[src/rtl/sys_timer.sv]
// Memory-mapped system timer: CTRL/PRESET/COUNT registers, a four-state
// countdown FSM and a maskable interrupt with one-shot and auto-reload modes.
module sys_timer (
  input  logic        clk,
  input  logic        reset,
  input  logic [1:0]  addr,
  input  logic        we,
  input  logic [31:0] din,
  output logic [31:0] dout,
  output logic        irq
);

  typedef enum logic [1:0] {
    IDLE = 2'd0,
    LOAD = 2'd1,
    CNT  = 2'd2,
    INT  = 2'd3
  } state_t;

  localparam logic [1:0] ADDR_CTRL   = 2'd0;
  localparam logic [1:0] ADDR_PRESET = 2'd1;
  localparam logic [1:0] ADDR_COUNT  = 2'd2;
  localparam logic [1:0] MODE_RELOAD = 2'b01;

  state_t      state_r;
  logic [3:0]  ctrl_r;
  logic [31:0] preset_r;
  logic [31:0] count_r;
  logic        flag_r;
  logic        irq_r;

  logic        en_s;
  logic [1:0]  mode_s;
  logic        wr_ctrl_s;
  logic        wr_preset_s;
  logic        enter_int_s;
  logic [3:0]  ctrl_nxt_s;
  logic        flag_nxt_s;

  assign en_s        = ctrl_r[0];
  assign mode_s      = ctrl_r[2:1];
  assign wr_ctrl_s   = we && (addr == ADDR_CTRL);
  assign wr_preset_s = we && (addr == ADDR_PRESET);
  assign enter_int_s = (state_r == CNT) && en_s && (count_r == 32'd0);

  // Next CTRL value: a CPU write beats the hardware EN clear in INT
  always_comb begin
    ctrl_nxt_s = ctrl_r;
    if (wr_ctrl_s) begin
      ctrl_nxt_s = din[3:0];
    end else if ((state_r == INT) && (mode_s != MODE_RELOAD)) begin
      ctrl_nxt_s = {ctrl_r[3:1], 1'b0};
    end else begin
      ctrl_nxt_s = ctrl_r;
    end
  end

  // Next interrupt flag: set on INT entry, cleared by software or by reload
  always_comb begin
    flag_nxt_s = flag_r;
    if (enter_int_s) begin
      flag_nxt_s = 1'b1;
    end else if (wr_ctrl_s || wr_preset_s) begin
      flag_nxt_s = 1'b0;
    end else if ((state_r == INT) && (mode_s == MODE_RELOAD)) begin
      flag_nxt_s = 1'b0;
    end else begin
      flag_nxt_s = flag_r;
    end
  end

  // Register file, countdown FSM and registered interrupt output
  always_ff @(posedge clk) begin
    if (reset) begin
      state_r  <= IDLE;
      ctrl_r   <= 4'd0;
      preset_r <= 32'd0;
      count_r  <= 32'd0;
      flag_r   <= 1'b0;
      irq_r    <= 1'b0;
    end else begin
      ctrl_r <= ctrl_nxt_s;
      flag_r <= flag_nxt_s;
      irq_r  <= flag_nxt_s & ctrl_nxt_s[3];
      if (wr_preset_s) begin
        preset_r <= din;
      end else begin
        preset_r <= preset_r;
      end
      case (state_r)
        IDLE: begin
          if (en_s) begin
            state_r <= LOAD;
          end else begin
            state_r <= IDLE;
          end
        end
        LOAD: begin
          count_r <= preset_r;
          state_r <= CNT;
        end
        CNT: begin
          if (!en_s) begin
            state_r <= IDLE;
          end else if (count_r != 32'd0) begin
            count_r <= count_r - 32'd1;
          end else begin
            state_r <= INT;
          end
        end
        INT: begin
          if (mode_s == MODE_RELOAD) begin
            state_r <= LOAD;
          end else begin
            state_r <= IDLE;
          end
        end
        default: begin
          state_r <= IDLE;
        end
      endcase
    end
  end

  // Combinational read mux; unused upper CTRL bits and addr 3 read as zero
  always_comb begin
    dout = 32'd0;
    case (addr)
      ADDR_CTRL:   dout = {28'd0, ctrl_r};
      ADDR_PRESET: dout = preset_r;
      ADDR_COUNT:  dout = count_r;
      default:     dout = 32'd0;
    endcase
  end

  assign irq = irq_r;

endmodule

[config.mk]
export PLATFORM = sky130hd
export DESIGN_NAME = sys_timer
export DESIGN_NICKNAME = d
export VERILOG_FILES = /design/src/rtl/sys_timer.sv
export SDC_FILE = /design/constraint.sdc
export NUM_CORES = 1
export LEC_CHECK = 0
export BUFFER_PORTS_ARGS = -buffer_cell sky130_fd_sc_hd__buf_2
export CAP_MARGIN = 5
export CORE_UTILIZATION = 56
export CTS_CLUSTER_DIAMETER = 150
export CTS_CLUSTER_SIZE = 10
export DETAILED_ROUTE_END_ITERATION = 16
export GPL_TIMING_DRIVEN = 0
export HOLD_SLACK_MARGIN = 0.12
export PLACE_DENSITY = 0.8
export SYNTH_ARGS = -nofsm -noshare
export SYNTH_HDL_FRONTEND = slang
export SYNTH_SLANG_ARGS = --single-unit
[constraint.sdc]
create_clock -name clk -period 2.9 [get_ports clk]
set_input_delay 0.145 -clock clk [delete_from_list [all_inputs] [get_ports clk]]
set_output_delay 0.145 -clock clk [all_outputs]
set_load 0.01 [all_outputs]
# Word level (Yosys, flattened, before mapping)
# Index checks and enable logic that the tools add are counted.
# op_classes
reduce_logical	14
eq_ne	10
n_addsub	1
muxes	14
bitwise_logic	1
# op_table
operator	n
32-bit one-hot mux with 3 select lines	1
32-bit 2-to-1 mux	2
32-bit one-hot mux with 2 select lines	1
32-bit logical NOT	1
32-bit nonzero test	1
32-bit by 1-bit subtractor with 32-bit output (second input constant)	1
2-bit one-hot mux with 4 select lines	1
2-bit by 1-bit equality test with 1-bit output (second input constant)	3
2-bit equality test (second input constant)	3
1-bit logical AND	6
1-bit 2-to-1 mux	6
2-bit logical NOT	2
2-bit 2-to-1 mux	2
4-bit 2-to-1 mux	1
2-bit by 1-bit != test with 1-bit output (second input constant)	2
2-bit nonzero test	2
3-bit != test (second input constant)	1
3-bit AND reduction	1
2-bit != test (second input constant)	1
1-bit bitwise AND	1
1-bit logical OR	1
# word_totals
register_bits	72
inputBits	37
wordCells	48
output_inout_bits	33

# Depth between registers and ports, before layout
# depth
ltp_word	6
ltp_mapped	10
mapped_depth_nobuf	8

# Worst setup path before layout
# No wires, ideal clock.
# synth_path
path_kind	reg2reg
start	register count_r[0]
end	register count_r[25]
n_path_buf	2
slack_ns	0.364
stages_incl_launch_ff	11
synth_period_minus_slack_ns	2.536
required_time_ns	2.780
t_arrival_ns	2.415
setup_time_ns	0.120
cell_sequence	dfxtp_1 inv_1 ha_1 or4b_1 buf_2 or4_4 nor4_4 o21a_4 buf_8 nor2_1 o2bb2ai_1
# synth_between
elab_chain_len	4
word_cells_on_any_way	7
cone_classes	add/sub (1); eq/ne (1); mux (3); reduce/logical (2)
# synth_rtl
item	line_no	text
from (decl)	28	logic [31:0] count_r;
from (signal assigned)	99	count_r <= preset_r;
from (signal assigned)	106	count_r <= count_r - 32'd1;
32-bit by 1-bit subtractor with 32-bit output	106	
32-bit 2-to-1 mux	105	end else if (count_r != 32'd0) begin
32-bit 2-to-1 mux	103	if (!en_s) begin
32-bit one-hot mux with 2 select lines	90	case (state_r)
# Parallel ways exist; a longest one is shown, timed or not. The select of a mux whose other input is x is not followed.
# A chain may end at the register's enable or synchronous reset.

# Worst setup path after layout
# layout_path
start	register count_r[1]
end	register count_r[30]
# The elaborated chain is that of the path after synthesis.

==> impl_metrics.csv <==
group,metric,value,unit
run_status,outcome,"finished clean",
min_path,min_path_type,"in -> reg",
yosys,yosysWarnings,0,
job,cap_viol_max_count,0,
cells_and_area,seqCellArea,1450,um^2
global_route,grt_max_degree,12,
sta,slew_violations,0,
floorplanning,dieArea,7500,um^2
cells_and_area,instances_no_fill,744,
sta,hold_viol,0,
sta,period_needed,2.80,ns
global_route,grt_pass1_vias,4264,
detailed_routing,firstDrtPassIters,6,
yosys,yosysMostFrequentCell,"nand2_1",
critical_path,end_kind,"flop",
sta,holdWs,0.246,ns
critical_path,path_cells,"inv_4 -> ha_4 -> or4b_4 -> buf_8 -> buf_4 -> nor4_4 -> nand3_1 -> o41a_1 -> o21ai_2 -> a21oi_2",
critical_path,worstPathRequired,3.12,ns
critical_path,crit_slowest_cell,"or4b_4",
cells_and_area,area_growth,27.6,%
cells_and_area,drive_gt1_frac,0.224,
floorplanning,pin_count,70,
power_and_ir_drop,peakVddDrop,0.339,mV
cts,clockBufferDepth,2,
power_and_ir_drop,leakage,2.01,nW
cts,clkSinkCount,72,
cells_and_area,stdcell_area,5110,um^2
placement,dpl_cell_area,4460,um^2
critical_path,path_max_fanout,6,
critical_path,crit_buf_inv,3,
yosys,synth_cell_types,51,
cts,h-tree-depth,3,
yosys,synth-edff-count,0,
cts,insertion_delay,0.37,ns
detailed_routing,viasPerCell,6.18,
yosys,yosysSeqAreaShare,0.360,
yosys,synth_top_area_share,0.360,
global_route,grt_pass1_wl,21.3,mm
floorplanning,die_h,86.6,um
sta,setup_viol,0,
cells_and_area,multi_input_area,2400,um^2
detailed_routing,wl_per_cell,18.7,um
placement,hpwl,8.89,mm
placement,dp_cells,687,
sta,max_freq,357,MHz
yosys,synth.avg_cell_area,7.65,um^2
sta,setup_slack,0.101,ns
cells_and_area,num_antenna_cells,0,
placement,port_buffers,67,
detailed_routing,drt-initial-drc-count,557,
cells_and_area,n_fill_cell,553,
power_and_ir_drop,power,2.02,mW
cts,cts_buffers,9,
critical_path,crit_arrival,3.02,ns
detailed_routing,drc,0,
yosys,syn_nets,562,
cells_and_area,nets,681,
cts,cts_tree,"built",
yosys,synth_async_sr_flop_share,0,
sta,relSlewSlack,0.425,
yosys,synthTopCellsByCount,"133 x nand2_1, 72 x dfxtp_1, 54 x a21oi_1, 35 x nor2_1, 32 x a22o_1",
placement,gp_congestion,0.964,
power_and_ir_drop,cellPowerDensity,396,nW/um^2
global_route,grt-ovfl-total,0,
critical_path,critPathKind,"reg -> reg",
detailed_routing,wl,13.9,mm
floorplanning,core,6870,um^2
yosys,ys.flop_type,"dfxtp_1",
detailed_routing,ant_nets,0,
critical_path,cp_slowest_stage_delay,0.46,ns
yosys,netlist_instances,524,
global_route,grtUsageTotal,0.377,
cts,clk_pin_slew,0.08,ns
floorplanning,rows,30,
placement,place_ws,-0.0300,ns
detailed_routing,dr_wl_met2,6.49,mm
critical_path,worst_path_dominant_cell_family,"simple AND/OR/NAND/NOR gates",
yosys,syn_area,4010,um^2
global_route,antenna_found_initial,0,
detailed_routing,vias,4599,
sta,skew,0.0142,ns
yosys,synthTopCellsByArea,"dfxtp_1 36%, nand2_1 12%, a22o_1 7.0%, a21oi_1 6.7%, o21ai_2 3.5%",
sta,post-route-period-util,0.965,
critical_path,regToRegSetupSlack,0.10,ns
detailed_routing,maxUsedRoutingLayer,"met4",
yosys,synth_largest_area_cell,"dfxtp_1",
cts,clockRootBuffer,"clkbuf_8",
detailed_routing,wl_met3,1.30,mm
critical_path,start_kind,"flop",
yosys,ys_seq_elements,72,
floorplanning,start_util,0.584,
floorplanning,dieWidth,86.6,um
sta,worstMarginPinSlew,0.862,ns
detailed_routing,wl_met1,5.57,mm
==> kinds of logic (layout without fill, tap and decap cells) <==
family | after synthesis | count (layout) | synth area share
buf+inv | 44 | 168 | 0.0515
compound gates | 173 | 173 | 0.309
mux | 7 | 7 | 0.0175
simple gates | 227 | 227 | 0.259
fa+ha+maj | 1 | 1 | 0.00312
flops | 72 | 72 | 0.360
==> power by group <==
part / leakage, nW / switching (mW) / internal (mW)
Combinational: 1.33 / 0.166 / 0.117
Clock: 0.0899 / 0.389 / 0.329
Sequential: 0.584 / 0.0183 / 1.01
==> path summary, 6_finish.rpt <==
| kind | end | startpoint | cells after the start |
|---|---|---|---|
| min reg2reg | preset_r[17]$_SDFFE_PP0P_ | preset_r[17]$_SDFFE_PP0P_ | 2 |
| min | flag_r$_SDFF_PP0_ | we | 4 |
| max | count_r[30]$_SDFFE_PP0P_ | count_r[1]$_SDFFE_PP0P_ | 10 |
| max reg2reg | count_r[30]$_SDFFE_PP0P_ | count_r[1]$_SDFFE_PP0P_ | 10 |
==> layer usage <==
layer | vias to the layer above | track usage
met5 | - | 0
met3 | 55 | 0.0714
met2 | 306 | 0.607
li1 | 2115 | -
met1 | 2123 | 0.483
met4 | 0 | 0.189
==> cell usage in the layout (no fill, tap or decap), types with 8 or more instances in the layout <==
master / n
a21oi_2: 15
buf_2: 71
clkbuf_8: 10
dlygate4sd3_1: 32
nand2_1: 133
o21ai_0: 15
dfxtp_1: 70
or4_1: 8
a21oi_1: 54
nor2_1: 34
clkbuf_1: 33
a22o_1: 32
o21ai_2: 15
nor3_1: 8
==> state kept, by name, summed over array words and instances, names as in the netlist <==
register  count
count_r      32
preset_r     32
ctrl_r        4
state_r       2
flag_r        1
irq           1
==> worst min-delay path: cells and delay by family <==
kind	cells	cell delay, ns
compound gates	1	0.12
buf+inv	1	0.11
simple gates	2	0.19
==> what timing repair did <==
action	CTS	global route
gates cloned	0	2
hold buffers	32	0
buffers inserted	0	7
pin swaps	0	6
setup endpoints to repair	1	26
hold endpoints to repair	35	0
resized for setup	1	18
==> final cells by class <==
type | instances | share of cell area
Clock inverter | 4 | 0.00391
Sequential cell | 72 | 0.283
Inverter | 4 | 0.00391
Tap cell | 96 | 0.0235
Timing Repair Buffer | 108 | 0.148
Multi-Input combinational cell | 408 | 0.468
Buffer | 40 | 0.0404
Clock buffer | 12 | 0.0284
==> per-stage QoR <==
| stage | utilization | TNS [ns] |
|---|---|---|
| global placement | 0.650 | -0.0351 |
| finish | 0.745 | 0 |
| CTS | 0.722 | 0 |
| global route | 0.745 | -0.00346 |
| detailed placement | 0.650 | -0.0300 |
| floorplan | - | 0 |
No activity file was read; power rests on OpenSTA's default activity.
